==> config.mk <==
export PLATFORM = sky130hd
export DESIGN_NAME = uart_frame_loader
export DESIGN_NICKNAME = d
export VERILOG_FILES = /design/src/rtl/led_panel_pkg.sv /design/src/rtl/uart_rx_8n1.sv /design/src/rtl/uart_frame_loader.sv
export SDC_FILE = /design/constraint.sdc
export NUM_CORES = 1
export LEC_CHECK = 0
export CORE_MARGIN = 2
export CORE_UTILIZATION = 60
export CTS_CLUSTER_SIZE = 30
export DETAILED_ROUTE_END_ITERATION = 8
export GPL_ROUTABILITY_DRIVEN = 0
export PLACE_DENSITY = 0.83
export SYNTH_ARGS = -nofsm -noshare
export SYNTH_HDL_FRONTEND = slang
export SYNTH_SLANG_ARGS = --single-unit
==> constraint.sdc <==
create_clock -name clk -period 2.8 [get_ports clk]
set_clock_uncertainty 0.15 [all_clocks]
set_input_delay 0.56 -clock clk [delete_from_list [all_inputs] [get_ports clk]]
set_output_delay 0.56 -clock clk [all_outputs]
set_load 0.03 [all_outputs]
==> src/rtl/led_panel_pkg.sv <==
// Shared constants and state encodings for the LED panel framebuffer loader.
package led_panel_pkg;

    localparam logic [7:0] SYNC_BYTE  = 8'hA5;
    localparam int         PANEL_COLS = 32;
    localparam int         ROW_PAIRS  = 4;
    localparam int         FB_DEPTH   = 128;
    localparam int         FB_AW      = 7;
    localparam int         FB_DW      = 6;

    typedef enum logic [2:0] {
        RX_IDLE,
        RX_START,
        RX_DATA,
        RX_STOP,
        RX_WAIT_IDLE
    } rx_state_e;

    typedef enum logic {
        P_HUNT,
        P_LOAD
    } parser_state_e;

endpackage

==> src/rtl/uart_rx_8n1.sv <==
// 8N1 UART receiver: 2-flop synchroniser, baud counter and deframing FSM.
// Emits one byte_valid pulse per good byte, or one frame_err pulse on a bad stop bit.
module uart_rx_8n1
    import led_panel_pkg::*;
#(
    parameter int CLKS_PER_BIT = 10
) (
    input  logic       clk,
    input  logic       reset,
    input  logic       uart_data,
    output logic [7:0] rx_byte,
    output logic       byte_valid,
    output logic       frame_err
);

    localparam int CNT_W = $clog2(CLKS_PER_BIT);
    typedef logic [CNT_W-1:0] cnt_t;
    localparam cnt_t HALF_LAST = cnt_t'(CLKS_PER_BIT / 2 - 1);
    localparam cnt_t FULL_LAST = cnt_t'(CLKS_PER_BIT - 1);

    logic       sync1_q, rx_s_q;
    rx_state_e  state_q, state_d;
    cnt_t       cnt_q, cnt_d;
    logic [2:0] bit_idx_q, bit_idx_d;
    logic [7:0] shift_q, shift_d;
    logic       byte_valid_q, byte_valid_d;
    logic       frame_err_q, frame_err_d;

    // NOTE: sequential state uses non-blocking assignments so every flop samples pre-edge values.
    always_ff @(posedge clk) begin
        if (reset) begin
            sync1_q      <= 1'b1;
            rx_s_q       <= 1'b1;
            state_q      <= RX_IDLE;
            cnt_q        <= '0;
            bit_idx_q    <= '0;
            byte_valid_q <= 1'b0;
            frame_err_q  <= 1'b0;
        end else begin
            sync1_q      <= uart_data;
            rx_s_q       <= sync1_q;
            state_q      <= state_d;
            cnt_q        <= cnt_d;
            bit_idx_q    <= bit_idx_d;
            byte_valid_q <= byte_valid_d;
            frame_err_q  <= frame_err_d;
        end
    end

    // NOTE: the shift register is pure datapath, only looked at while byte_valid is high, so it carries no reset.
    always_ff @(posedge clk) begin
        shift_q <= shift_d;
    end

    // NOTE: every output of this block gets a default first so no path can infer a latch.
    always_comb begin
        state_d      = state_q;
        cnt_d        = cnt_q + cnt_t'(1);
        bit_idx_d    = bit_idx_q;
        shift_d      = shift_q;
        byte_valid_d = 1'b0;
        frame_err_d  = 1'b0;
        unique case (state_q)
            RX_IDLE: begin
                cnt_d = '0;
                if (!rx_s_q) begin
                    state_d   = RX_START;
                    bit_idx_d = '0;
                end
            end
            RX_START: begin
                if (cnt_q == HALF_LAST) begin
                    cnt_d   = '0;
                    state_d = rx_s_q ? RX_IDLE : RX_DATA;
                end
            end
            RX_DATA: begin
                if (cnt_q == FULL_LAST) begin
                    cnt_d     = '0;
                    shift_d   = {rx_s_q, shift_q[7:1]};
                    bit_idx_d = bit_idx_q + 3'd1;
                    if (bit_idx_q == 3'd7) state_d = RX_STOP;
                end
            end
            RX_STOP: begin
                if (cnt_q == FULL_LAST) begin
                    cnt_d = '0;
                    if (rx_s_q) begin
                        byte_valid_d = 1'b1;
                        state_d      = RX_IDLE;
                    end else begin
                        frame_err_d = 1'b1;
                        state_d     = RX_WAIT_IDLE;
                    end
                end
            end
            RX_WAIT_IDLE: begin
                cnt_d = '0;
                if (rx_s_q) state_d = RX_IDLE;
            end
            default: state_d = RX_IDLE;
        endcase
    end

    assign rx_byte    = shift_q;
    assign byte_valid = byte_valid_q;
    assign frame_err  = frame_err_q;

endmodule

==> src/rtl/uart_frame_loader.sv <==
// Deframes a sync-delimited UART pixel stream and writes one 6-bit word per
// column per row-pair into the panel framebuffer.
module uart_frame_loader
    import led_panel_pkg::*;
#(
    parameter int CLOCK_RATE = 1000,
    parameter int BAUD_RATE  = 100
) (
    input  logic             clk,
    input  logic             reset,
    input  logic             uart_data,
    output logic             fb_we,
    output logic [FB_AW-1:0] fb_addr,
    output logic [FB_DW-1:0] fb_data,
    output logic             frame_done,
    output logic             rx_error
);

    localparam int CLKS_PER_BIT = CLOCK_RATE / BAUD_RATE;
    localparam logic [FB_AW-1:0] LAST_ADDR = FB_AW'(FB_DEPTH - 1);

    if (CLKS_PER_BIT < 4) begin : g_cfg_check
        $error("uart_frame_loader: CLKS_PER_BIT must be at least 4");
    end

    logic [7:0] rx_byte;
    logic       byte_valid;
    logic       frame_err;

    uart_rx_8n1 #(
        .CLKS_PER_BIT (CLKS_PER_BIT)
    ) u_rx (
        .clk        (clk),
        .reset      (reset),
        .uart_data  (uart_data),
        .rx_byte    (rx_byte),
        .byte_valid (byte_valid),
        .frame_err  (frame_err)
    );

    parser_state_e    pstate_q, pstate_d;
    logic [FB_AW-1:0] addr_q, addr_d;
    logic             fb_we_q, fb_we_d;
    logic [FB_AW-1:0] fb_addr_q, fb_addr_d;
    logic [FB_DW-1:0] fb_data_q, fb_data_d;
    logic             frame_done_q, frame_done_d;
    logic             proto_err_q, proto_err_d;

    always_ff @(posedge clk) begin
        if (reset) begin
            pstate_q     <= P_HUNT;
            addr_q       <= '0;
            fb_we_q      <= 1'b0;
            fb_addr_q    <= '0;
            fb_data_q    <= '0;
            frame_done_q <= 1'b0;
            proto_err_q  <= 1'b0;
        end else begin
            pstate_q     <= pstate_d;
            addr_q       <= addr_d;
            fb_we_q      <= fb_we_d;
            fb_addr_q    <= fb_addr_d;
            fb_data_q    <= fb_data_d;
            frame_done_q <= frame_done_d;
            proto_err_q  <= proto_err_d;
        end
    end

    always_comb begin
        pstate_d     = pstate_q;
        addr_d       = addr_q;
        fb_we_d      = 1'b0;
        fb_addr_d    = fb_addr_q;
        fb_data_d    = fb_data_q;
        frame_done_d = 1'b0;
        proto_err_d  = 1'b0;
        // A framing error already pulses rx_error from the receiver; here it only aborts the frame.
        if (frame_err) begin
            pstate_d = P_HUNT;
            addr_d   = '0;
        end else if (byte_valid) begin
            unique case (pstate_q)
                P_HUNT: begin
                    if (rx_byte == SYNC_BYTE) begin
                        pstate_d = P_LOAD;
                        addr_d   = '0;
                    end
                end
                P_LOAD: begin
                    if (rx_byte[7:6] == 2'b00) begin
                        fb_we_d   = 1'b1;
                        fb_addr_d = addr_q;
                        fb_data_d = rx_byte[FB_DW-1:0];
                        if (addr_q == LAST_ADDR) begin
                            frame_done_d = 1'b1;
                            addr_d       = '0;
                            pstate_d     = P_HUNT;
                        end else begin
                            addr_d = addr_q + 1'b1;
                        end
                    end else if (rx_byte == SYNC_BYTE) begin
                        addr_d = '0;
                    end else begin
                        proto_err_d = 1'b1;
                        pstate_d    = P_HUNT;
                        addr_d      = '0;
                    end
                end
                default: pstate_d = P_HUNT;
            endcase
        end
    end

    assign fb_we      = fb_we_q;
    assign fb_addr    = fb_addr_q;
    assign fb_data    = fb_data_q;
    assign frame_done = frame_done_q;
    assign rx_error   = frame_err | proto_err_q;

endmodule

# After elaboration in Yosys (flattened, before gate mapping)
# Index checks and enable logic that the tools add are counted.
[word_totals] regBits=46 output_inout_bits=16
[classes] addsub=3 eq_ne=16 n_mux=28 bitwise=7 reduce_logical=15
[op_table] operator="$mux 3" count=9
[op_table] operator="$mux 7" count=3
[op_table] operator="$pmux 3 s5" count=1
[op_table] operator="$pmux 7 s2" count=1
[op_table] operator="$pmux 4 s3" count=1
[op_table] operator="$ne 2x1->1 const B" count=5
[op_table] operator="$reduce_or 5->1" count=2
[op_table] operator="$eq 8x8->1 const B" count=1
[op_table] operator="$mux 1" count=8
[op_table] operator="$mux 4" count=2
[op_table] operator="$add 7x1->7 const B" count=1
[op_table] operator="$eq 7x7->1 const B" count=1
[op_table] operator="$eq 3x2->1 const B" count=2
[op_table] operator="$eq 3x3->1 const B" count=2
[op_table] operator="$not 1->1" count=6
[op_table] operator="$pmux 3 s2" count=1
[op_table] operator="$reduce_and 6->1" count=1
[op_table] operator="$reduce_or 2->1" count=3
[op_table] operator="$add 4x1->4 const B" count=1
[op_table] operator="$eq 4x3->1 const B" count=1
[op_table] operator="$eq 4x4->1 const B" count=1
[op_table] operator="$ne 2x2->1 const B" count=2
[op_table] operator="$reduce_and 2->1" count=2
[op_table] operator="$reduce_and 4->1" count=1
[op_table] operator="other kinds (11)" count=11

# Logic depth before layout (Yosys ltp)
[depth] depth_word=4 ltp_mapped=8

# Cells and area by module
# A second synthesis with hierarchy kept.
[hier_totals] hier_cells=201 hier_area_um2=2006.9
[modules_own_cells] mod="uart_frame_loader" n_inst=1 cells_per_inst=118 area_each_um2=1036.0 seq_area_each_um2=480.5
[modules_own_cells] mod="uart_rx_8n1" n_inst=1 cells_per_inst=83 area_each_um2=970.9 seq_area_each_um2=520.5

# Worst setup path before layout
# OpenSTA, ideal clock, no wires.
[synth_timing] kind="register -> register" from="register u_rx.cnt_q[0]" to="register u_rx.shift_q[0] (netlist: u_rx.rx_byte[0]) (enable)" setup_time_ns=0.331 t_arrival_ns=1.144 required_time_ns=2.319 slack_ns=1.175 path_stages_with_launch=6 n_path_buf=1 path_cell_list="dfxtp_1 ha_1 and3b_1 buf_6 nand3_1 inv_1"
[synth_via] elab_chain_len=2
[synth_lines] element="from (decl)" line_no="uart_rx_8n1.sv:23" text="cnt_t cnt_q, cnt_d;"
[synth_lines] element="from (signal assigned)" line_no="uart_rx_8n1.sv:43" text="cnt_q <= cnt_d;"
[synth_lines] element="$eq 4x4->1" line_no="uart_rx_8n1.sv:78" text="if (cnt_q == FULL_LAST) begin"
[synth_lines] element="$reduce_and 2->1 (no line)"
[synth_lines] element="to (signal assigned)" line_no="uart_rx_8n1.sv:52" text="shift_q <= shift_d;"
[synth_lines] element="to (decl)" line_no="uart_rx_8n1.sv:25" text="logic [7:0] shift_q, shift_d;"
# No other way between the ends.
# A chain may end at the register's enable or synchronous reset.

# Final worst setup path
[layout_timing] from="register u_rx.frame_err_q (netlist: u_rx.frame_err)" to="output port rx_error"
[layout_via] elab_chain_len=1
[layout_lines] element="from (decl)" line_no="uart_rx_8n1.sv:27" text="logic frame_err_q, frame_err_d;"
[layout_lines] element="from (signal assigned)" line_no="uart_rx_8n1.sv:46" text="frame_err_q <= frame_err_d;"
[layout_lines] element="$or 1x1->1" line_no="uart_frame_loader.sv:118" text="assign rx_error = frame_err | proto_err_q;"
[layout_lines] element="to (decl)" line_no="uart_frame_loader.sv:16" text="output logic rx_error"
# No other way between the ends.

==> impl_metrics.tcl <==
set metrics [dict create \
    outcome "finished, final reports clean" \
    top_layer_used "met4" \
    final_cell_mix "dfxtp_1, nand2_1, clkdlybuf4s50_1" \
    slew_violations 0 \
    synth_cells 200 \
    crit_end "rx_error" \
    p_comb_share_pct 2.7 \
    r2r_start "u_rx.cnt_q[0]" \
    first_global_vias 1313 \
    regToRegSetupSlack_ns 0.94 \
    post_cts_buffers 0 \
    p_seq_share_pct 68.0 \
    leakagePower_nw 0.722 \
    yosys_warnings 0 \
    vias_per_cell 5.57 \
    ys_types 47 \
    hold_start "u_rx.sync1_q" \
    grt_antenna_before_repair 0 \
    grt_max_degree 25 \
    route.met2.wl_um 1890 \
    r2r_end "u_rx.rx_byte[7]" \
    synth_edf_count 8 \
    p_clk_share_pct 29.3 \
    power.total_w 0.00100 \
    start_util_pct 63.9 \
    cp-start-kind "flop" \
    antennaDiodeCount 0 \
    postRouteAntennaNets 0 \
    synth-async-reset-ratio_pct 0 \
    cp-startpoint "u_rx.frame_err" \
    synth_fp_nets 209 \
    cp_slowest_cell "clkdlybuf4s50_1" \
    wirelength_met1_um 1530 \
    worst-path-max-fanout 5 \
    power_density_nw_per_um2 454 \
    slew_headroom_pct 69.9 \
    cts_buffer_depth 2 \
    crit_path_end_kind "output port" \
    h-tree-depth 2 \
    crit_family "buffers and inverters" \
    critPathArrivalTime_ns 1.59 \
    finalWorstPathRequiredPeriod_ns 2.30 \
    criticalPathCategory "reg -> out" \
    p_sw_share_pct 22.0 \
    cts-buffers-inserted 5 \
    tritoncts "yes" \
    cts_resized 0 \
    p_sw_w 0.000220 \
    drtIter0Drc 78 \
    drive_gt1_share_pct 19.4 \
    area_delta_synth_final_pct 11.2 \
    pin_count 19 \
    dpl.hpwl_um 2610 \
    worst-path-stages 2 \
    layout_commonest_cell "dfxtp_1" \
    r2r.worst_path.cells 4 \
    grt_usage_pct 22.0 \
    dr.pass1.iters 4 \
    yosysSeqAreaShare_pct 50.5 \
    routed-via-count 1455 \
    routed_wirelength_um 3620 \
    met3_length_um 149 \
    ys.flop_type "dfxtp_1" \
    fmax_ghz 0.435 \
    tightest_slew_ns 0.450 \
    io_buffers 18 \
    cts_sinks 46 \
    cp_num_buf_inv 1 \
    fillers 263 \
    fin_nets 225 \
    clock_latency_ns 0.36 \
    setup_viol 0 \
    maxCapViolCount 0 \
    crit_path_cell_trace "or2_2 -> clkdlybuf4s50_1" \
    row_count 20 \
    die-area_sq_um 3780 \
    internal-power_w 0.000781 \
    tns_ns 0 \
    postCtsHoldBufs 0 \
    grt_pass1_wl_um 6000 \
    syn_avg_cell_area_sq_um 9.92 \
    hold_viol 0 \
    post_drt_wl_per_cell_um 13.9 \
    ir_worst_vdd_uv 310 \
    min_period_over_period_pct 82.2 \
    core_sq_um 3100 \
    hold_path.class "reg -> reg" \
    fp.dieW_um 61.5 \
    cp_data_required_time_ns 2.09 \
    synth.ff_latch_count 46 \
    root_buffer "clkbuf_4" \
    rsz0062_at_grt "false" \
    drc_errors 0 \
    clk_pin_slew_worst_paths_ns 0.12 \
    cpPeakStageDelay_ns 0.59 \
    die_h_um 61.5 \
    synth_area_sq_um 1980 \
    grt-ovfl-total 0 \
]
==> worst min-delay path by stage <==
stage | end | depth (start not counted) | slack [ns]
after floorplan | u_rx.rx_s_q | 1 | 0.24
after global placement | u_rx.rx_s_q | 1 | 0.25
after detailed placement | u_rx.rx_s_q | 1 | 0.27
after CTS | u_rx.rx_s_q | 1 | 0.30
after global routing | u_rx.rx_s_q | 1 | 0.32
final | u_rx.rx_s_q | 1 | 0.29
==> per-stage QoR <==
step	cells	worst slack [ns]	util [%]	instance area (sq um)	hold slack (ns)
floorplan	200	1.17	-	1980	0.239
global placement	253	0.775	69.5	2160	0.251
detailed placement	253	0.665	69.5	2160	0.267
CTS	261	0.490	71.1	2210	0.295
global route	261	0.439	71.1	2210	0.315
finish	261	0.500	71.1	2210	0.289
==> power groups by stage <==
stage	Sequential, W	Combinational (W)	Clock, W
final	0.000680	0.0000271	0.000293
after global routing	0.000681	0.0000304	0.000330
after CTS	0.000680	0.0000272	0.000302
after detailed placement	0.000695	0.0000271	0
after global placement	0.000694	0.0000254	0
after floorplan	0.000692	0.0000213	0
==> metal layers <==
layer / up-vias / track usage [%]
met5: - / 0
met4: 0 / 7.29
met3: 7 / 6.30
met2: 34 / 38.6
met1: 681 / 25.8
li1: 733 / -
==> cells by family after synthesis <==
logic type      Yosys count  synth area share, %
buf+inv                  15                 4.48
compound gates           41                 14.7
flops                    46                 50.5
simple gates             87                 24.2
xor+xnor                  4                 1.77
fa+ha+maj                 6                 3.79
mux                       1                0.568
==> Yosys cell counts, types with 2 or more instances <==
cell type,count,area [sq um]
dfxtp_1,38,761
nand2_2,10,62.6
nand3_1,9,45.0
nand2_1,27,101
nor2b_1,2,12.5
nor2_1,12,45.0
nor3_1,2,10.0
nor4_1,2,12.5
nand2b_1,3,18.8
ha_1,6,75.1
nor4b_1,2,17.5
o21ai_0,4,20.0
buf_2,4,20.0
a21oi_2,10,87.6
clkbuf_1,3,11.3
o21a_1,2,15.0
xnor2_1,2,17.5
a21oi_1,12,60.1
a311oi_1,3,26.3
a31o_2,3,26.3
or2_2,6,37.5
edfxtp_1,8,240
inv_1,5,18.8
xor2_1,2,17.5
==> registers in the layout, summed over array words and instances (netlist names), 3 cells and up <==
| name | cells |
|---|---|
| addr_q | 7 |
| fb_addr | 7 |
| fb_data | 6 |
| u_rx.bit_idx_q | 3 |
| u_rx.cnt_q | 4 |
| u_rx.rx_byte | 8 |
| u_rx.state_q | 3 |
==> layout make-up <==
cell class | instances | area (sq um) | area share [%]
Clock buffer | 6 | 41.3 | 1.87
Clock inverter | 2 | 8.76 | 0.397
Inverter | 5 | 18.8 | 0.851
Multi-Input combinational cell | 139 | 893 | 40.5
Sequential cell | 46 | 1000 | 45.4
Tap cell | 44 | 55.1 | 2.50
Timing Repair Buffer | 19 | 188 | 8.51
Note: power is estimated with default switching activity, not from simulation.
